`src/rtl/tpu_pkg.sv`:
```
// rtl/tpu_pkg.sv - shared accumulator types, saturation limits and saturating adder
package tpu_pkg;

  localparam int DATA_W = 32;
  localparam logic signed [DATA_W-1:0] ACC_MAX = 32'sh7FFF_FFFF;
  localparam logic signed [DATA_W-1:0] ACC_MIN = 32'sh8000_0000;

  typedef enum logic {
    IDLE  = 1'b0,
    CLEAR = 1'b1
  } acc_state_t;

  typedef struct packed {
    logic signed [DATA_W-1:0] value;
    logic                     sat;
  } sat_sum_t;

  // One guard bit is enough: the two top bits disagree exactly on overflow.
  function automatic sat_sum_t sat_add(input logic signed [DATA_W-1:0] a,
                                       input logic signed [DATA_W-1:0] b);
    logic [DATA_W:0] wide;
    sat_sum_t        res;
    wide    = {a[DATA_W-1], a} + {b[DATA_W-1], b};
    res.sat = wide[DATA_W] != wide[DATA_W-1];
    if (!res.sat)
      res.value = wide[DATA_W-1:0];
    else if (wide[DATA_W])
      res.value = ACC_MIN;
    else
      res.value = ACC_MAX;
    return res;
  endfunction

endpackage

```
`src/rtl/accum_mem.sv`:
```
// rtl/accum_mem.sv - single-clock accumulator RAM, one sync read port and one write port
module accum_mem
  import tpu_pkg::*;
#(
  parameter int DEPTH  = 16,
  parameter int ADDR_W = $clog2(DEPTH)
) (
  input  logic              clk,
  input  logic              we_i,
  input  logic [ADDR_W-1:0] waddr_i,
  input  logic [DATA_W-1:0] wdata_i,
  input  logic [ADDR_W-1:0] raddr_i,
  output logic [DATA_W-1:0] rdata_o
);

  logic [DATA_W-1:0] mem_q [DEPTH];
  logic [DATA_W-1:0] rdata_q;

  // A read of the address being written returns the previous contents.
  always_ff @(posedge clk) begin
    if (we_i) mem_q[waddr_i] <= wdata_i;
    rdata_q <= mem_q[raddr_i];
  end

  assign rdata_o = rdata_q;

endmodule

```
`src/rtl/accumulator_unit.sv`:
```
// rtl/accumulator_unit.sv - per-row saturating partial-sum accumulator feeding the elementwise stage
module accumulator_unit
  import tpu_pkg::*;
#(
  parameter int DEPTH  = 16,
  parameter int ADDR_W = $clog2(DEPTH)
) (
  input  logic                     clk,
  input  logic                     reset,
  input  logic                     clear,
  input  logic                     in_valid,
  output logic                     in_ready,
  input  logic [ADDR_W-1:0]        in_addr,
  input  logic signed [DATA_W-1:0] in_data,
  input  logic                     in_first,
  input  logic                     in_last,
  output logic                     out_valid,
  output logic [ADDR_W-1:0]        out_addr,
  output logic signed [DATA_W-1:0] out_data,
  output logic                     sat_flag
);

  acc_state_t        state_q, state_d;
  logic [ADDR_W-1:0] cnt_q, cnt_d;

  logic                     s1_valid_q, s1_first_q, s1_last_q, s1_fwd_q;
  logic [ADDR_W-1:0]        s1_addr_q;
  logic signed [DATA_W-1:0] s1_data_q, s1_fwd_data_q;

  logic                     out_valid_q, sat_q;
  logic [ADDR_W-1:0]        out_addr_q;
  logic signed [DATA_W-1:0] out_data_q;

  logic                     mem_we;
  logic [ADDR_W-1:0]        mem_waddr;
  logic [DATA_W-1:0]        mem_wdata, mem_rdata;

  logic                     accept, commit, emit, sum_sat;
  logic signed [DATA_W-1:0] operand, sum;
  sat_sum_t                 add_res;

  always_ff @(posedge clk or posedge reset) begin
    if (reset) begin
      state_q <= CLEAR;
      cnt_q   <= '0;
    end else begin
      state_q <= state_d;
      cnt_q   <= cnt_d;
    end
  end

  always_comb begin
    state_d = state_q;
    cnt_d   = cnt_q;
    case (state_q)
      IDLE: begin
        if (clear) begin
          state_d = CLEAR;
          cnt_d   = '0;
        end
      end
      CLEAR: begin
        cnt_d = cnt_q + 1'b1;
        if (cnt_q == ADDR_W'(DEPTH - 1)) begin
          state_d = IDLE;
          cnt_d   = '0;
        end
      end
      default: begin
        state_d = CLEAR;
        cnt_d   = '0;
      end
    endcase
  end

  // The sweep owns the write port; otherwise S2 commits, unless a clear flushes it.
  always_comb begin
    in_ready  = (state_q == IDLE);
    mem_we    = 1'b0;
    mem_waddr = s1_addr_q;
    mem_wdata = sum;
    if (state_q == CLEAR) begin
      mem_we    = 1'b1;
      mem_waddr = cnt_q;
      mem_wdata = '0;
    end else if (commit) begin
      mem_we = 1'b1;
    end
  end

  assign accept  = in_valid && in_ready && !clear;
  assign commit  = s1_valid_q && !clear;
  assign emit    = commit && s1_last_q;
  assign operand = s1_fwd_q ? s1_fwd_data_q : mem_rdata;
  assign add_res = sat_add(operand, s1_data_q);
  assign sum     = s1_first_q ? s1_data_q : add_res.value;
  assign sum_sat = !s1_first_q && add_res.sat;

  accum_mem #(
    .DEPTH  (DEPTH),
    .ADDR_W (ADDR_W)
  ) u_mem (
    .clk     (clk),
    .we_i    (mem_we),
    .waddr_i (mem_waddr),
    .wdata_i (mem_wdata),
    .raddr_i (in_addr),
    .rdata_o (mem_rdata)
  );

  always_ff @(posedge clk or posedge reset) begin
    if (reset) begin
      s1_valid_q    <= 1'b0;
      s1_first_q    <= 1'b0;
      s1_last_q     <= 1'b0;
      s1_fwd_q      <= 1'b0;
      s1_addr_q     <= '0;
      s1_data_q     <= '0;
      s1_fwd_data_q <= '0;
      out_valid_q   <= 1'b0;
      out_addr_q    <= '0;
      out_data_q    <= '0;
      sat_q         <= 1'b0;
    end else begin
      s1_valid_q <= accept;
      if (accept) begin
        s1_addr_q     <= in_addr;
        s1_data_q     <= in_data;
        s1_first_q    <= in_first;
        s1_last_q     <= in_last;
        // The RAM read misses the write happening at this same edge.
        s1_fwd_q      <= s1_valid_q && (in_addr == s1_addr_q);
        s1_fwd_data_q <= sum;
      end
      out_valid_q <= emit;
      out_data_q  <= emit ? sum : '0;
      if (emit) out_addr_q <= s1_addr_q;
      if (clear)
        sat_q <= 1'b0;
      else if (commit && sum_sat)
        sat_q <= 1'b1;
    end
  end

  assign out_valid = out_valid_q;
  assign out_addr  = out_addr_q;
  assign out_data  = out_data_q;
  assign sat_flag  = sat_q;

endmodule

```
`config.mk`:
```
export PLATFORM = sky130hd
export DESIGN_NAME = accumulator_unit
export DESIGN_NICKNAME = d
export VERILOG_FILES = /design/src/rtl/tpu_pkg.sv /design/src/rtl/accum_mem.sv /design/src/rtl/accumulator_unit.sv
export SDC_FILE = /design/constraint.sdc
export NUM_CORES = 1
export LEC_CHECK = 0
export BUFFER_PORTS_ARGS = -buffer_cell sky130_fd_sc_hd__buf_4
export CORE_MARGIN = 3
export CORE_UTILIZATION = 40
export CTS_CLUSTER_DIAMETER = 40
export DETAILED_ROUTE_END_ITERATION = 10
export SETUP_SLACK_MARGIN = 0.1
export SYNTH_ARGS = -nofsm -noshare
export SYNTH_HDL_FRONTEND = slang
export SYNTH_SLANG_ARGS = --single-unit
```
`constraint.sdc`:
```
create_clock -name clk -period 4 [get_ports clk]
set_input_delay 0.4 -clock clk [delete_from_list [all_inputs] [get_ports clk]]
set_output_delay 0.4 -clock clk [all_outputs]
set_load 0.02 [all_outputs]
```
==> flow_summary_export.csv, run 1 <==
group,metric,value,unit
floorplanning,row_count,95,
cells_and_area,final_area,34700,sq um
placed_design,portBuffers,80,
hold_path,min_path_type,"primary input to register",
sta,fin_crit,3.86,ns
cells_and_area,final_cell_mix,"edfxtp_1 (512), buf_4 (225), nand2_1 (194)",
setup_path,end_kind,"register",
synth,ys_types,72,
setup_path,crit_path_frequent_cell,"buf_12",
setup_path,max_stage_delay,0.43,ns
setup_path,crit_family,"compound AO/OA/AOI/OAI gates",
synth,synth_edf_count,512,
floorplanning,start_util,0.405,
cells_and_area,mostFrequentLayoutCell,"edfxtp_1",
setup_path,path_cells,"buf_12 > buf_4 > mux2_4 > ha_4 > buf_4 > or3_1 > o211ai_1 > a21oi_2 > a21bo_2 > o21ai_4 > a31oi_4 > buf_12 > clkbuf_16 > a211oi_2 > nor3_4 > buf_12",
job,max_cap_violations,0,
grt,grt_overflow_total,0,
synth,yosys_most_used_dff,"edfxtp_1",
sta,rsz0062_at_grt,"true",
floorplanning,die_h,267,um
clocking,cts_root_buffer,"clkbuf_16",
clocking,cts_tree,"built",
placed_design,dp_hpwl,43600,um
sta,hold_slack,0.0217,ns
route,ant_nets,0,
route,drtPass1Iterations,5,
setup_path,worstPathBufferInverterCount,6,
clocking,cts-buffers-inserted,92,
setup_path,startpoint_type,"register",
sta,hold_viol,0,
grt,grt_use_met2,0.311,
clocking,clk_pin_slew,0.06,ns
cells_and_area,postLayoutCoreUtil,0.515,
pwr,peakVddDrop,335,uV
sta,max_freq,259,MHz
pwr,powerDensity,758,nW/um^2
cells_and_area,drive_gt1_frac,0.368,
sta,report.final.slew_viol_count,0,
sta,tightest_slew,0.937,ns
clocking,clockBufferDepth,3,
cells_and_area,area_delta_synth_final,27.3,%
sta,timing.final.ws_setup,0.137,ns
sta,relSlewSlack,0.372,
grt,grt_antenna_before_repair,0,
grt,use_met1,0.293,
placed_design,dpl_worst_slack,-0.301,ns
clocking,clock_sinks,659,
sta,final-setup-viol-count,0,
grt,grt_pass1_wl,105000,um
setup_path,worstSetupPathType,"register to register",
setup_path,required,4.36,ns
placed_design,placed_area,30600,sq um
synth,yosysTopAreaCell,"edfxtp_1",
route,drt-total-wl,71000,um
synth,yosys_warnings,0,
synth,avgSynthCellArea,16.9,sq um
setup_path,arrival,4.23,ns
synth,yosys.area.top_type_share,0.565,
route,vias,15900,
route,wl_per_cell,24.7,um
status,status,"finished, final reports clean",
cells_and_area,diodes,0,
floorplanning,core_area,67300,sq um
synth,syn_nets,1691,
floorplanning,ios,81,
grt,grt.busiest_layer,"met2",
synth,yosysSeqAreaShare,0.694,
grt,grtUsageMet3,0.0421,
clocking,clk_latency,0.64,ns
floorplanning,die_x,267,um
sta,finalClockSkew,0.0342,ns
floorplanning,die_area,71200,sq um
sta,post-route-period-util,0.966,
grt,grt_start_max_net_pins,89,
setup_path,crit_fanout,16,
route,drc,0,
grt,grtUsageTotal,0.201,
cells_and_area,fillerInstances,5424,
pwr,p_leak,12.7,nW
synth,post_synth_inst_count,1615,
synth,async_reset_ff_frac,0.175,
placed_design,gp_congestion,0.883,
route,via_per_inst,5.54,
setup_path,worst_path_max_delay_cell,"dfrtp_2",
synth,ys_seq_elements,659,
synth,synth_area,27200,sq um
route,drt_iter0_drc,1459,
grt,grt_pass1_vias,16100,
synth,synth_area_leaders,"edfxtp_1 (56%), mux4_2 (13%), dfrtp_1 (10%)",
cells_and_area,nets,2002,
clocking,h-tree-depth,3,
stage by stage:
stage	total power, mW	cells	setup TNS [ns]
global route	27.5	2876	0
floorplan	14.4	1615	0
finish	26.3	2876	0
detailed placement	17.6	2653	-72.16
CTS	25.9	2860	0
global placement	17.5	2653	-26.63
Yosys cell counts (3+ instances only):
cell type	count
a211oi_1	6
a211oi_2	26
a21boi_0	4
a21o_1	11
a21oi_1	51
a31oi_1	5
and2_1	5
and3_1	5
buf_1	23
buf_2	7
buf_4	3
buf_6	3
clkbuf_1	50
clkinv_1	3
dfrtp_1	114
dfxtp_1	32
edfxtp_1	512
ha_1	33
inv_1	18
mux2_2	32
mux2i_1	4
mux4_2	160
nand2_1	196
nand2b_1	10
nand3_1	10
nand4_1	9
nor2_1	78
nor2b_1	4
nor3_1	55
nor4_1	3
o211ai_1	7
o21a_1	3
o21ai_0	23
o21ai_1	5
o21bai_1	7
o31ai_1	24
or3_1	3
xnor2_1	20
xor2_1	9
report_power, final:
part           internal [mW]  switching [mW]
combinational           3.53            4.92
clock                   4.79            3.17
sequential              9.24           0.632
total                   17.6            8.73
what timing repair did:
item,in CTS,in global routing
gates cloned,0,2
resized for setup,29,47
setup endpoints to repair,525,485
buffers inserted,6,14
pin swaps,12,20
endpoints found under the hold margin,52,0
hold buffers,30,0
routing by layer:
metal	vias to the layer above	routed length, um
li1	6986	-
met3	93	4890
met4	0	1330
met5	-	0
met2	529	33500
met1	8311	31300
cells by family after synthesis:
kind of cell    after synthesis  synth area share
simple gates                389            0.0621
compound gates              197            0.0543
buf+inv                     110            0.0168
flops                       659             0.694
mux                         197             0.148
fa+ha+maj                    34            0.0159
xor+xnor                     29           0.00933
flip-flops by register name, indices dropped and copies added (netlist names):
register	cells
s1_fwd_data_q	32
s1_valid_q	1
out_data	32
u_mem.mem_q	512
cnt_q	4
s1_first_q	1
out_addr	4
s1_data_q	32
u_mem.rdata_o	32
s1_addr_q	4
state_q	1
out_valid	1
s1_fwd_q	1
s1_last_q	1
sat_flag	1
path summary, 6_finish.rpt:
| path | startpoint | slack, ns | to | cells past startpoint |
|---|---|---|---|---|
| worst max-delay path | s1_fwd_q | 0.14 | u_mem.mem_q[10][16] | 16 |
| worst min-delay path | in_data[27] | 0.02 | s1_data_q[27] | 3 |
| worst max register to register | s1_fwd_q | 0.14 | u_mem.mem_q[10][16] | 16 |
| worst min register to register | s1_fwd_data_q[13] | 0.47 | s1_fwd_data_q[13] | 2 |
| max in group asynchronous | reset | 2.51 | s1_fwd_data_q[27] | 4 |
| min in group asynchronous | reset | 0.48 | out_data[2] | 3 |
cell type report:
class | instances | area, sq um | share of cell area
multi-input cells | 846 | 8580 | 0.248
clock buffers | 107 | 2420 | 0.0699
repair buffers | 304 | 2920 | 0.0843
clock inverters | 64 | 653 | 0.0188
flip-flops and latches | 659 | 18900 | 0.545
well taps | 873 | 1090 | 0.0315
inverters | 23 | 91.3 | 0.00264
worst register-to-register path, delay by kind of cell (launching register included):
family,cells,cell delay [ns]
flip-flops,1,0.43
AO/OA/AOI/OAI,6,1.26
multiplexers,1,0.30
buffers and inverters,6,0.94
AND/OR/NAND/NOR,2,0.43
adder cells (fa/ha/maj),1,0.24
Power figures use the tool's default switching activity.
==> run 2, diff against run 1 <==
Settings changed: SYNTH_HIERARCHICAL set to 1.
==> run 2 against run 1 <==
Net effect:
- maximum frequency down 2.4%
- die area up 0.57%
- cell area up 1.8%
- global-route usage up 1.1 points
- non-clock buffer count up 33
- cell count up 4.5%
- critical endpoint is now u_mem/mem_q[1][16]
==> flow_summary_export.csv, run 2 <==
group,metric,value,unit
sta,hold_viol,0,
clocking,clock_sinks,659,
placed_design,portBuffers,80,
synth,synth_edf_count,512,
route,drc,0,
pwr,peakVddDrop,392,uV
floorplanning,core_area,67500,sq um
cells_and_area,diodes,0,
sta,report.final.slew_viol_count,0,
sta,hold_slack,0.0752,ns
cells_and_area,final_cell_mix,"edfxtp_1 (512), buf_4 (233), nand2_1 (225)",
setup_path,arrival,4.34,ns
setup_path,max_stage_delay,0.44,ns
floorplanning,die_x,268,um
clocking,clk_latency,0.64,ns
cells_and_area,instances_no_fill,3004,
pwr,p_comb_frac,0.342,
cells_and_area,nets,2132,
hold_path,min_path_type,"primary input to register",
synth,synth_area_leaders,"edfxtp_1 (56%), mux4_2 (11%), dfrtp_1 (10%)",
sta,relSlewSlack,0.221,
synth,syn_nets,1796,
setup_path,worstPathBufferInverterCount,7,
cells_and_area,postLayoutCoreUtil,0.523,
setup_path,path_cells,"buf_12 > buf_16 > mux2_2 > ha_1 > a21oi_1 > a41oi_2 > a21o_1 > and3_4 > o211ai_4 > buf_6 > nand3_4 > buf_12 > buf_8 > buf_6 > o22ai_4 > nor2_4 > clkbuf_16",
pwr,p_leak,13.0,nW
floorplanning,row_count,95,
status,status,"finished, final reports clean",
setup_path,worstSetupPathType,"register to register",
route,drt_iter0_drc,1366,
synth,yosysMostFrequentCell,"edfxtp_1",
route,ant_nets,0,
route,vias,16800,
job,max_cap_violations,0,
route,drtPass1Iterations,5,
sta,post-route-period-util,0.989,
synth,ys_types,86,
setup_path,end_kind,"register",
sta,tightest_slew,1.17,ns
floorplanning,die_h,268,um
cells_and_area,top_register,"u_mem/mem_q",
synth,yosysSeqAreaShare,0.690,
setup_path,worst_path_max_delay_cell,"dfrtp_2",
placed_design,dp_hpwl,45400,um
pwr,switchingPower,9.22,mW
grt,grt_pass1_wl,111000,um
placed_design,dp_cells,2747,
clocking,clockBufferDepth,3,
cells_and_area,fillerInstances,5466,
floorplanning,start_util,0.406,
pwr,p_clk_frac,0.298,
synth,post_synth_inst_count,1720,
placed_design,gp_congestion,0.913,
setup_path,required,4.39,ns
sta,timing.final.ws_setup,0.0424,ns
synth,async_reset_ff_frac,0.175,
floorplanning,die_area,71600,sq um
synth,synth_common_cells,"edfxtp_1 (512), nand2_1 (226), mux4_2 (128)",
setup_path,crit_fanout,10,
grt,grtUsageTotal,0.212,
setup_path,startpoint_type,"register",
synth,synth_area,27400,sq um
cells_and_area,area_delta_synth_final,28.9,%
clocking,cts_root_buffer,"clkbuf_16",
sta,max_freq,253,MHz
pwr,p_total,27.4,mW
route,via_per_inst,5.60,
route,wl_per_cell,25.1,um
sta,fin_crit,3.96,ns
cells_and_area,regArea,18900,sq um
sta,rsz0062_at_grt,"true",
synth,yosys_most_used_dff,"edfxtp_1",
grt,grt_start_max_net_pins,68,
grt,grt_overflow_total,0,
sta,finalClockSkew,0.0226,ns
pwr,pwr-share-seq,0.360,
cells_and_area,largest_reg_flops,512,
cells_and_area,mostFrequentLayoutCell,"edfxtp_1",
clocking,clk_pin_slew,0.06,ns
pwr,internal-power,18.2,mW
grt,grt_antenna_before_repair,3,
cells_and_area,drive_gt1_frac,0.359,
placed_design,dpl_worst_slack,-0.103,ns
synth,yosysTopAreaCell,"edfxtp_1",
sta,final-setup-viol-count,0,
pwr,powerDensity,775,nW/um^2
synth,yosys.area.top_type_share,0.561,
setup_path,crit_family,"compound AO/OA/AOI/OAI gates",
clocking,cts-buffers-inserted,89,
clocking,h-tree-depth,3,
cells_and_area,multiInputGateArea,8770,sq um
synth,ys_seq_elements,659,
floorplanning,ios,81,
pwr,switching_share,0.337,
synth,yosys_warnings,6,
grt,grt_pass1_vias,17200,
route,drt-total-wl,75500,um
synth,avgSynthCellArea,15.9,sq um
clocking,cts_tree,"built",
-- run 2: cell types whose count changed in the layout (fill, tap and decap cells not counted), sizes merged, moves of 21 or more --
cell,delta
nor2,+23
a22oi,+66
o21ai,+28
mux4,-32
nand2,+30
buf,+21
a211oi,-26
-- run 2: path summary, 6_finish.rpt --
path | startpoint | endpoint | slack [ns] | depth (start not counted)
setup / recovery | s1_fwd_q | u_mem/mem_q[1][16] | 0.04 | 17
hold / removal | in_addr[2] | s1_addr_q[2] | 0.08 | 3
setup reg to reg | s1_fwd_q | u_mem/mem_q[1][16] | 0.04 | 17
hold reg to reg | s1_fwd_data_q[25] | s1_fwd_data_q[25] | 0.47 | 2
max in group asynchronous | reset | s1_fwd_data_q[7] | 2.70 | 4
min in group asynchronous | reset | sat_flag | 0.47 | 3
-- run 2: final cells by class --
class                           count  area share
Multi-Input combinational cell    946       0.248
Inverter                           23     0.00252
Tap cell                          873      0.0309
Timing Repair Buffer              337      0.0944
Sequential cell                   659       0.535
Clock inverter                     68      0.0230
Clock buffer                       98      0.0655
-- run 2: per-layer routing --
metal,track usage,share of wire
met1,0.287,0.42
met2,0.350,0.49
met3,0.0328,0.063
met4,0.0718,0.024
met5,0,0
-- run 2: stage by stage --
stage | TNS (ns) | cell area (sq um)
floorplan | -10.62 | 27500
global placement | -1.42 | 30500
detailed placement | -5.01 | 30500
CTS | 0 | 34500
global route | -0.932 | 35300
finish | 0 | 35300
-- run 2: what timing repair did --
item / CTS / global route
pin swaps: 5 / 35
hold endpoints to repair: 92 / 0
setup buffers: 24 / 21
cloned: 4 / 6
endpoints found under the setup margin: 210 / 533
gates resized for setup: 43 / 93
hold buffers: 36 / 0
-- run 2: worst min-delay path: stages --
cell and delay [ns]:
buf_4 0.15, nand2_1 0.06, nand2_1 0.05
-- run 2: cell families after synthesis --
logic type | after synthesis | synth area share
XOR/XNOR | 23 | 0.00736
AND/OR/NAND/NOR | 443 | 0.0721
adder cells (fa/ha/maj) | 34 | 0.0158
buffers and inverters | 115 | 0.0202
flip-flops | 659 | 0.690
multiplexers | 169 | 0.122
AO/OA/AOI/OAI | 277 | 0.0728
-- run 2: power groups by stage --
stage	Combinational, mW	Sequential, mW	Clock, mW
global route	9.98	9.98	8.58
CTS	8.43	9.81	8.28
global placement	7.86	9.85	0
finish	9.36	9.86	8.15
floorplan	4.53	9.68	0
detailed placement	7.91	9.92	0
